## src/rtl/muldiv_pkg.sv

```systemverilog
// Shared types and constants for the RV32M multiply/divide sequencer.
package muldiv_pkg;

  typedef enum logic [2:0] {
    OP_MUL    = 3'd0,
    OP_MULH   = 3'd1,
    OP_MULHSU = 3'd2,
    OP_MULHU  = 3'd3,
    OP_DIV    = 3'd4,
    OP_DIVU   = 3'd5,
    OP_REM    = 3'd6,
    OP_REMU   = 3'd7
  } muldiv_op_e;

  typedef enum logic [2:0] {
    ST_IDLE     = 3'd0,
    ST_MUL      = 3'd1,
    ST_DIV_CALC = 3'd2,
    ST_DIV_FIX  = 3'd3,
    ST_DONE     = 3'd4
  } muldiv_state_e;

  localparam int unsigned MAX_WIDTH = 64;

  // Truncated to the datapath width at the point of use.
  localparam logic [MAX_WIDTH-1:0] DIV_ZERO_QUOTIENT = '1;

  function automatic logic [MAX_WIDTH-1:0] most_negative(input int unsigned width);
    return MAX_WIDTH'(1) << (width - 1);
  endfunction

endpackage

```

## src/rtl/muldiv_div_core.sv

```systemverilog
// Radix-2 restoring divide datapath: one shift/subtract/restore step per enabled cycle.
module muldiv_div_core #(
  parameter int unsigned DATA_WIDTH = 32
) (
  input  logic                  clk,
  input  logic                  rst_n,
  input  logic                  load,
  input  logic                  step,
  input  logic [DATA_WIDTH-1:0] dividend,
  input  logic [DATA_WIDTH-1:0] divisor,
  output logic [DATA_WIDTH-1:0] quotient,
  output logic [DATA_WIDTH-1:0] remainder
);

  localparam int unsigned W = DATA_WIDTH;

  logic [W-1:0] quo_q;
  logic [W-1:0] rem_q;
  logic [W-1:0] dvs_q;
  logic [W:0]   rem_sh;
  logic [W:0]   diff;

  // rem_q < divisor always, so diff fits in W+1 bits and diff[W] is its sign.
  always_comb begin
    rem_sh = {rem_q, quo_q[W-1]};
    diff   = rem_sh - {1'b0, dvs_q};
  end

  always_ff @(posedge clk) begin
    if (!rst_n) begin
      quo_q <= '0;
      rem_q <= '0;
      dvs_q <= '0;
    end else if (load) begin
      quo_q <= dividend;
      rem_q <= '0;
      dvs_q <= divisor;
    end else if (step) begin
      if (diff[W]) begin
        rem_q <= rem_sh[W-1:0];
        quo_q <= {quo_q[W-2:0], 1'b0};
      end else begin
        rem_q <= diff[W-1:0];
        quo_q <= {quo_q[W-2:0], 1'b1};
      end
    end
  end

  assign quotient  = quo_q;
  assign remainder = rem_q;

endmodule

```

## src/rtl/muldiv_sequencer.sv

```systemverilog
// RV32M multiply/divide sequencer with stall, registered result and valid pulse.
// Divide support is built only when MULDIV_DIV_EN is defined.
module muldiv_sequencer
  import muldiv_pkg::*;
#(
  parameter int unsigned DATA_WIDTH  = 32,
  parameter int unsigned MUL_LATENCY = 2
) (
  input  logic                  clk_i,
  input  logic                  rst_n_i,
  input  logic                  Start_i,
  input  logic [2:0]            Op_i,
  input  logic [DATA_WIDTH-1:0] SrcA_i,
  input  logic [DATA_WIDTH-1:0] SrcB_i,
  input  logic                  Flush_i,
  output logic                  Ready_o,
  output logic                  Busy_o,
  output logic                  Valid_o,
  output logic [DATA_WIDTH-1:0] Result_o,
  output logic                  Error_o
);

  localparam int unsigned W       = DATA_WIDTH;
  localparam int unsigned CNT_MAX = (DATA_WIDTH > MUL_LATENCY) ? DATA_WIDTH : MUL_LATENCY;
  localparam int unsigned CNT_W   = $clog2(CNT_MAX + 1);

  localparam logic [2:0] S_IDLE = ST_IDLE;
  localparam logic [2:0] S_MUL  = ST_MUL;
  localparam logic [2:0] S_DONE = ST_DONE;

  logic [2:0]       state_q, state_d;
  logic [CNT_W-1:0] cnt_q, cnt_d;
  logic [2:0]       op_q;
  logic [W-1:0]     a_q, b_q;
  logic [W-1:0]     result_d;
  logic             valid_d;
  logic             error_d;
  logic             capture;
  logic             accept;

  // Sign-extending to 2W makes one unsigned multiply serve all four variants.
  function automatic logic [W-1:0] mul_sel(input logic [2:0] op, input logic [W-1:0] a,
                                           input logic [W-1:0] b);
    logic         sa;
    logic         sb;
    logic [2*W-1:0] ea;
    logic [2*W-1:0] eb;
    logic [2*W-1:0] prod;
    sa   = (op == OP_MULH) || (op == OP_MULHSU);
    sb   = (op == OP_MULH);
    ea   = {{W{sa & a[W-1]}}, a};
    eb   = {{W{sb & b[W-1]}}, b};
    prod = ea * eb;
    return (op == OP_MUL) ? prod[W-1:0] : prod[2*W-1:W];
  endfunction

  assign accept = Start_i && Ready_o && !Flush_i;

`ifdef MULDIV_DIV_EN
  localparam logic [2:0]   S_DIV_CALC = ST_DIV_CALC;
  localparam logic [2:0]   S_DIV_FIX  = ST_DIV_FIX;
  localparam logic [W-1:0] DIV0_Q     = W'(DIV_ZERO_QUOTIENT);
  localparam logic [W-1:0] MOST_NEG   = W'(most_negative(W));

  logic         div_load, div_step;
  logic         q_neg_q, q_neg_d, r_neg_q, r_neg_d;
  logic         div_signed;
  logic [W-1:0] abs_a, abs_b, quo, rem, q_fix, r_fix;

  muldiv_div_core #(.DATA_WIDTH(W)) u_div_core (
    .clk       (clk_i),
    .rst_n     (rst_n_i),
    .load      (div_load),
    .step      (div_step),
    .dividend  (abs_a),
    .divisor   (abs_b),
    .quotient  (quo),
    .remainder (rem)
  );

  // Magnitudes go into the divider; signs are reapplied in DIV_FIX.
  always_comb begin
    div_signed = (Op_i == OP_DIV) || (Op_i == OP_REM);
    abs_a      = (div_signed && SrcA_i[W-1]) ? (~SrcA_i + W'(1)) : SrcA_i;
    abs_b      = (div_signed && SrcB_i[W-1]) ? (~SrcB_i + W'(1)) : SrcB_i;
    q_fix      = q_neg_q ? (~quo + W'(1)) : quo;
    r_fix      = r_neg_q ? (~rem + W'(1)) : rem;
  end

  always_ff @(posedge clk_i) begin
    if (!rst_n_i) begin
      q_neg_q <= 1'b0;
      r_neg_q <= 1'b0;
    end else begin
      q_neg_q <= q_neg_d;
      r_neg_q <= r_neg_d;
    end
  end

  assign Busy_o = (state_q == S_MUL) || (state_q == S_DIV_CALC) || (state_q == S_DIV_FIX);
`else
  assign Busy_o = (state_q == S_MUL);
`endif

  assign Ready_o = (state_q == S_IDLE) || (state_q == S_DONE);

  // Next state, counters and result write-back.
  always_comb begin
    state_d  = state_q;
    cnt_d    = cnt_q;
    result_d = Result_o;
    valid_d  = 1'b0;
    error_d  = 1'b0;
    capture  = 1'b0;
`ifdef MULDIV_DIV_EN
    div_load = 1'b0;
    div_step = 1'b0;
    q_neg_d  = q_neg_q;
    r_neg_d  = r_neg_q;
`endif
    case (state_q)
      S_IDLE, S_DONE: begin
        state_d = S_IDLE;
        if (accept) begin
          capture = 1'b1;
          if (!Op_i[2]) begin
            if (MUL_LATENCY == 1) begin
              state_d  = S_DONE;
              valid_d  = 1'b1;
              result_d = mul_sel(Op_i, SrcA_i, SrcB_i);
            end else begin
              state_d = S_MUL;
              cnt_d   = CNT_W'(MUL_LATENCY - 1);
            end
          end else begin
`ifdef MULDIV_DIV_EN
            if (SrcB_i == '0) begin
              state_d  = S_DONE;
              valid_d  = 1'b1;
              result_d = Op_i[1] ? SrcA_i : DIV0_Q;
            end else if (div_signed && (SrcA_i == MOST_NEG) && (SrcB_i == '1)) begin
              state_d  = S_DONE;
              valid_d  = 1'b1;
              result_d = Op_i[1] ? '0 : MOST_NEG;
            end else begin
              state_d  = S_DIV_CALC;
              cnt_d    = '0;
              div_load = 1'b1;
              q_neg_d  = div_signed && (SrcA_i[W-1] ^ SrcB_i[W-1]);
              r_neg_d  = div_signed && SrcA_i[W-1];
            end
`else
            state_d  = S_DONE;
            valid_d  = 1'b1;
            error_d  = 1'b1;
            result_d = '0;
`endif
          end
        end
      end
      S_MUL: begin
        if (cnt_q == CNT_W'(1)) begin
          state_d  = S_DONE;
          valid_d  = 1'b1;
          result_d = mul_sel(op_q, a_q, b_q);
        end else begin
          cnt_d = cnt_q - CNT_W'(1);
        end
      end
`ifdef MULDIV_DIV_EN
      S_DIV_CALC: begin
        div_step = 1'b1;
        if (cnt_q == CNT_W'(W - 1)) begin
          state_d = S_DIV_FIX;
          cnt_d   = '0;
        end else begin
          cnt_d = cnt_q + CNT_W'(1);
        end
      end
      S_DIV_FIX: begin
        state_d  = S_DONE;
        valid_d  = 1'b1;
        result_d = op_q[1] ? r_fix : q_fix;
      end
`endif
      default: state_d = S_IDLE;
    endcase

    // Flush aborts everything, including a same-cycle acceptance.
    if (Flush_i) begin
      state_d  = S_IDLE;
      result_d = Result_o;
      valid_d  = 1'b0;
      error_d  = 1'b0;
      capture  = 1'b0;
`ifdef MULDIV_DIV_EN
      div_load = 1'b0;
      div_step = 1'b0;
`endif
    end
  end

  always_ff @(posedge clk_i) begin
    if (!rst_n_i) begin
      state_q  <= S_IDLE;
      cnt_q    <= '0;
      op_q     <= 3'd0;
      a_q      <= '0;
      b_q      <= '0;
      Result_o <= '0;
      Valid_o  <= 1'b0;
      Error_o  <= 1'b0;
    end else begin
      state_q  <= state_d;
      cnt_q    <= cnt_d;
      Result_o <= result_d;
      Valid_o  <= valid_d;
      Error_o  <= error_d;
      if (capture) begin
        op_q <= Op_i;
        a_q  <= SrcA_i;
        b_q  <= SrcB_i;
      end
    end
  end

endmodule

```

## config.mk

```make
export PLATFORM = sky130hd
export DESIGN_NAME = muldiv_sequencer
export DESIGN_NICKNAME = d
export VERILOG_FILES = /design/src/rtl/muldiv_pkg.sv /design/src/rtl/muldiv_div_core.sv /design/src/rtl/muldiv_sequencer.sv
export SDC_FILE = /design/constraint.sdc
export NUM_CORES = 2
export LEC_CHECK = 0
export BUFFER_PORTS_ARGS = -buffer_cell sky130_fd_sc_hd__buf_2
export CAP_MARGIN = 40
export CORE_MARGIN = 2
export CORE_UTILIZATION = 35
export CTS_CLUSTER_DIAMETER = 120
export DETAILED_ROUTE_END_ITERATION = 10
export GPL_TIMING_DRIVEN = 0
export PLACE_DENSITY = 0.61
export SYNTH_ARGS = -nofsm -noshare
export SYNTH_HDL_FRONTEND = slang
export SYNTH_SLANG_ARGS = --single-unit
export TNS_END_PERCENT = 30
```

## constraint.sdc

```tcl
create_clock -name clk_i -period 12.28 [get_ports clk_i]
set_input_delay 1.228 -clock clk_i [delete_from_list [all_inputs] [get_ports clk_i]]
set_output_delay 1.228 -clock clk_i [all_outputs]
set_load 0.005 [all_outputs]
```

==> metrics.txt <==
worst hold path class=reg -> reg; Power Density=34.43 nW/um2; total area of sequential cells=2182 um2; CP Data Required Time=12580 ps; Post-Synthesis Cell Area=42300 um2; crit-path most repeated cell=fa_1; hold path depth=2; core footprint=120000 um2; unrepaired setup endpoints after global routing=no; Via density=5.084; Synth Area per Inst=8.840 um2; Post CTS Setup Buffer Count=0; num rows=127; slack of the worst reg-to-reg path=1600 ps; total number of vias=33.46k; worst setup path category=reg -> reg; Iteration-0 DRC Markers=2789; number of remaining DRC errors=0; number of warnings printed during yosys synthesis=0; critical path peak fanout=11; H-tree depth=3; number of enable-type register cells in the synthesized netlist=0; global route total overflow=0; share of async-settable or async-resettable flops after synthesis=0%; clk sink count=109; initial antenna violation count=5; max-cap violations=0; final setup vio count=0; dominant cells by area after synthesis=fa_1, inv_1, nand2_1; Avg WL per Cell=23.98 um; category of the worst setup path capture point=flop; critical register-to-register path endpoint=Result_o[31]; worst-case vdd ir drop=0.09065 mV; CTS resizes=0; number of synthesized register bits=109; Die Outline Area=123600 um2; nets in the synthesized netlist=6195; Critical Path Start Type=flop; first-pass GRT wire length=235900 um; portion of the clock cycle consumed by the worst path in the final layout=87.00%; slowest library cell on the worst path=fa_1; effective utilization at floorplan=35.26%; cell count after synthesis=4785; master cell of the clock root buffer=clkbuf_16; launching point of the worst reg2reg path=op_q[0]; maximum number of pins on one net before global-route repair=25; highest attainable clock frequency=93.61 MHz; run status=finished clean; CP peak stage delay=880 ps; count of nets left with antenna violations after detail routing=0; Worst EP arrival=10980 ps; Worst Hold Endpoint=cnt_q[1]; number of inserted filler cells in the final layout=12.30k; Port-buffer cells=106; Layout Skew=37.48 ps; number of buffers created by CTS=9; actual transition at the worst max-transition pin=998.8 ps; LEAKAGE=21.36 nW; total of hold buffers inserted after clock tree synthesis=0; launch point of the worst path=op_q[0]; count of pins over their slew limit=0; Worst-Skew Late Latency=450 ps; post-detailed-routing wire length=157800 um; area of the multi-input gates=34610 um2; clock-pin transition on the worst setup and hold timing paths=110 ps; maximum root-to-sink buffer count=2; number of top-level design ports=107; vias in the first global route=35.44k; launch instance of the worst min-delay path=cnt_q[1]; Setup TNS=0 ps; fraction of layout cells with a size suffix above 1=4.234%; total power=1.579 mW; TritonCTS clock tree=built; number of endpoints with negative hold slack in the final report=0; Distinct cells, synth=69; Final Net Count=6365; area share of the largest cell type after synthesis=53.24%; commonest cells after routing, fill and taps aside=inv_1, fa_1, nand2_1, and2_1, clkbuf_1; horizontal die dimension=351.6 um; leading cell type in the layout, fill and taps excluded=inv_1; area grow syn2layout=8.442%; final weighted congestion in routability-driven placement=0.9879; HPWL reported at the end of detailed placement=138300 um; dominant synthesized flop cell=dfxtp_1; final critical delay including setup and external delays=10680 ps; portion of the post-synthesis area used by sequential elements=5.159%; FF-to-FF path depth=28; overall track demand over capacity in global routing=26.46%; die extent in y=351.6 um; normalized max-slew margin=33.41%; Pre-Repair DR Iteration Count=7; dominant cell type by area after synthesis=fa_1
-- how the worst max path moves through the flow --
stage / endpoint
3_3_place_gp: Result_o[31]
3_5_place_dp: Result_o[31]
6_report: Result_o[31]
5_1_grt: Result_o[31]
2_1_floorplan: Result_o[28]
4_1_cts: Result_o[31]
-- layer usage --
layer | part of all wire (%) | GRT usage, %
met3 | 9.9 | 6.878
met2 | 44 | 40.27
met1 | 40 | 34.69
met4 | 6.1 | 13.73
met5 | 0.022 | 0
-- state kept, by name (all words and copies together), names as in the netlist --
name and count:
Error_o 1, Result_o 32, Valid_o 1, a_q 32, b_q 32, cnt_q 6
op_q 3, state_q 2
-- per-stage QoR --
stage	util [%]	hold slack, ps	setup slack (ps)	instance area (um2)	cells
2_1_floorplan	-	465.8	4160	42300	4785
3_3_place_gp	37.38	488.9	1796	44850	6503
3_5_place_dp	37.95	489.8	1764	45520	6556
4_1_cts	38.21	519.6	1711	45850	6572
5_1_grt	38.22	558.1	1179	45850	6573
6_report	38.23	524.3	1597	45870	6581
-- cells in the mapped netlist, drive strengths merged (3+ instances only) --
library cell  instances
nand4                17
xnor2                45
a21boi                4
o21ai                47
buf                  13
inv                1183
nor2b                 4
nand2               939
fa                 1125
o221ai                3
clkbuf              268
nand2b                6
and4                  3
a221oi                4
and2                315
o22ai                 8
o31a                  3
xor2                 29
nor3                 17
o31ai                 6
mux2i                 5
nand3                21
o21bai               10
nor4                  5
and3                 14
a211oi                7
o21a                  7
or2                  12
a31oi                12
a21o                 42
o211ai               12
a22oi                19
ha                  214
a21oi               139
a222oi                5
nor2                 82
dfxtp               109
-- cells by family after synthesis --
group           count (synthesis)  share of synthesized area (%)
simple gates                 1444                          15.27
mux                             5                         0.1183
fa+ha+maj                    1339                          59.58
flops                         109                          5.159
buf+inv                      1465                          13.03
compound gates                349                          5.319
xor+xnor                       74                          1.532
-- final cells by class --
class | count | area share [%]
diodes | 9 | 0.04910
plain buffers | 281 | 2.324
clock buffers | 9 | 0.4910
clock inverters | 7 | 0.2100
inverters | 1184 | 9.689
multi-input cells | 3211 | 75.46
flip-flops and latches | 109 | 4.757
well taps | 1612 | 4.397
repair buffers | 159 | 2.624
-- critical path: cells and delay by family, from the launching register on --
kind	cells	cell delay, ps
multiplexers	1	310
flip-flops	1	330
buffers and inverters	8	2260
AND/OR/NAND/NOR	2	600
XOR/XNOR	1	180
adder cells (fa/ha/maj)	9	5270
AO/OA/AOI/OAI	7	1560
-- power breakdown --
part / internal (mW) / total (mW) / switching [mW]
clock: 0.153 / 0.368 / 0.216
sequential: 0.365 / 0.393 / 0.0279
combinational: 0.249 / 0.818 / 0.569
(Power assumes the default switching activity.)
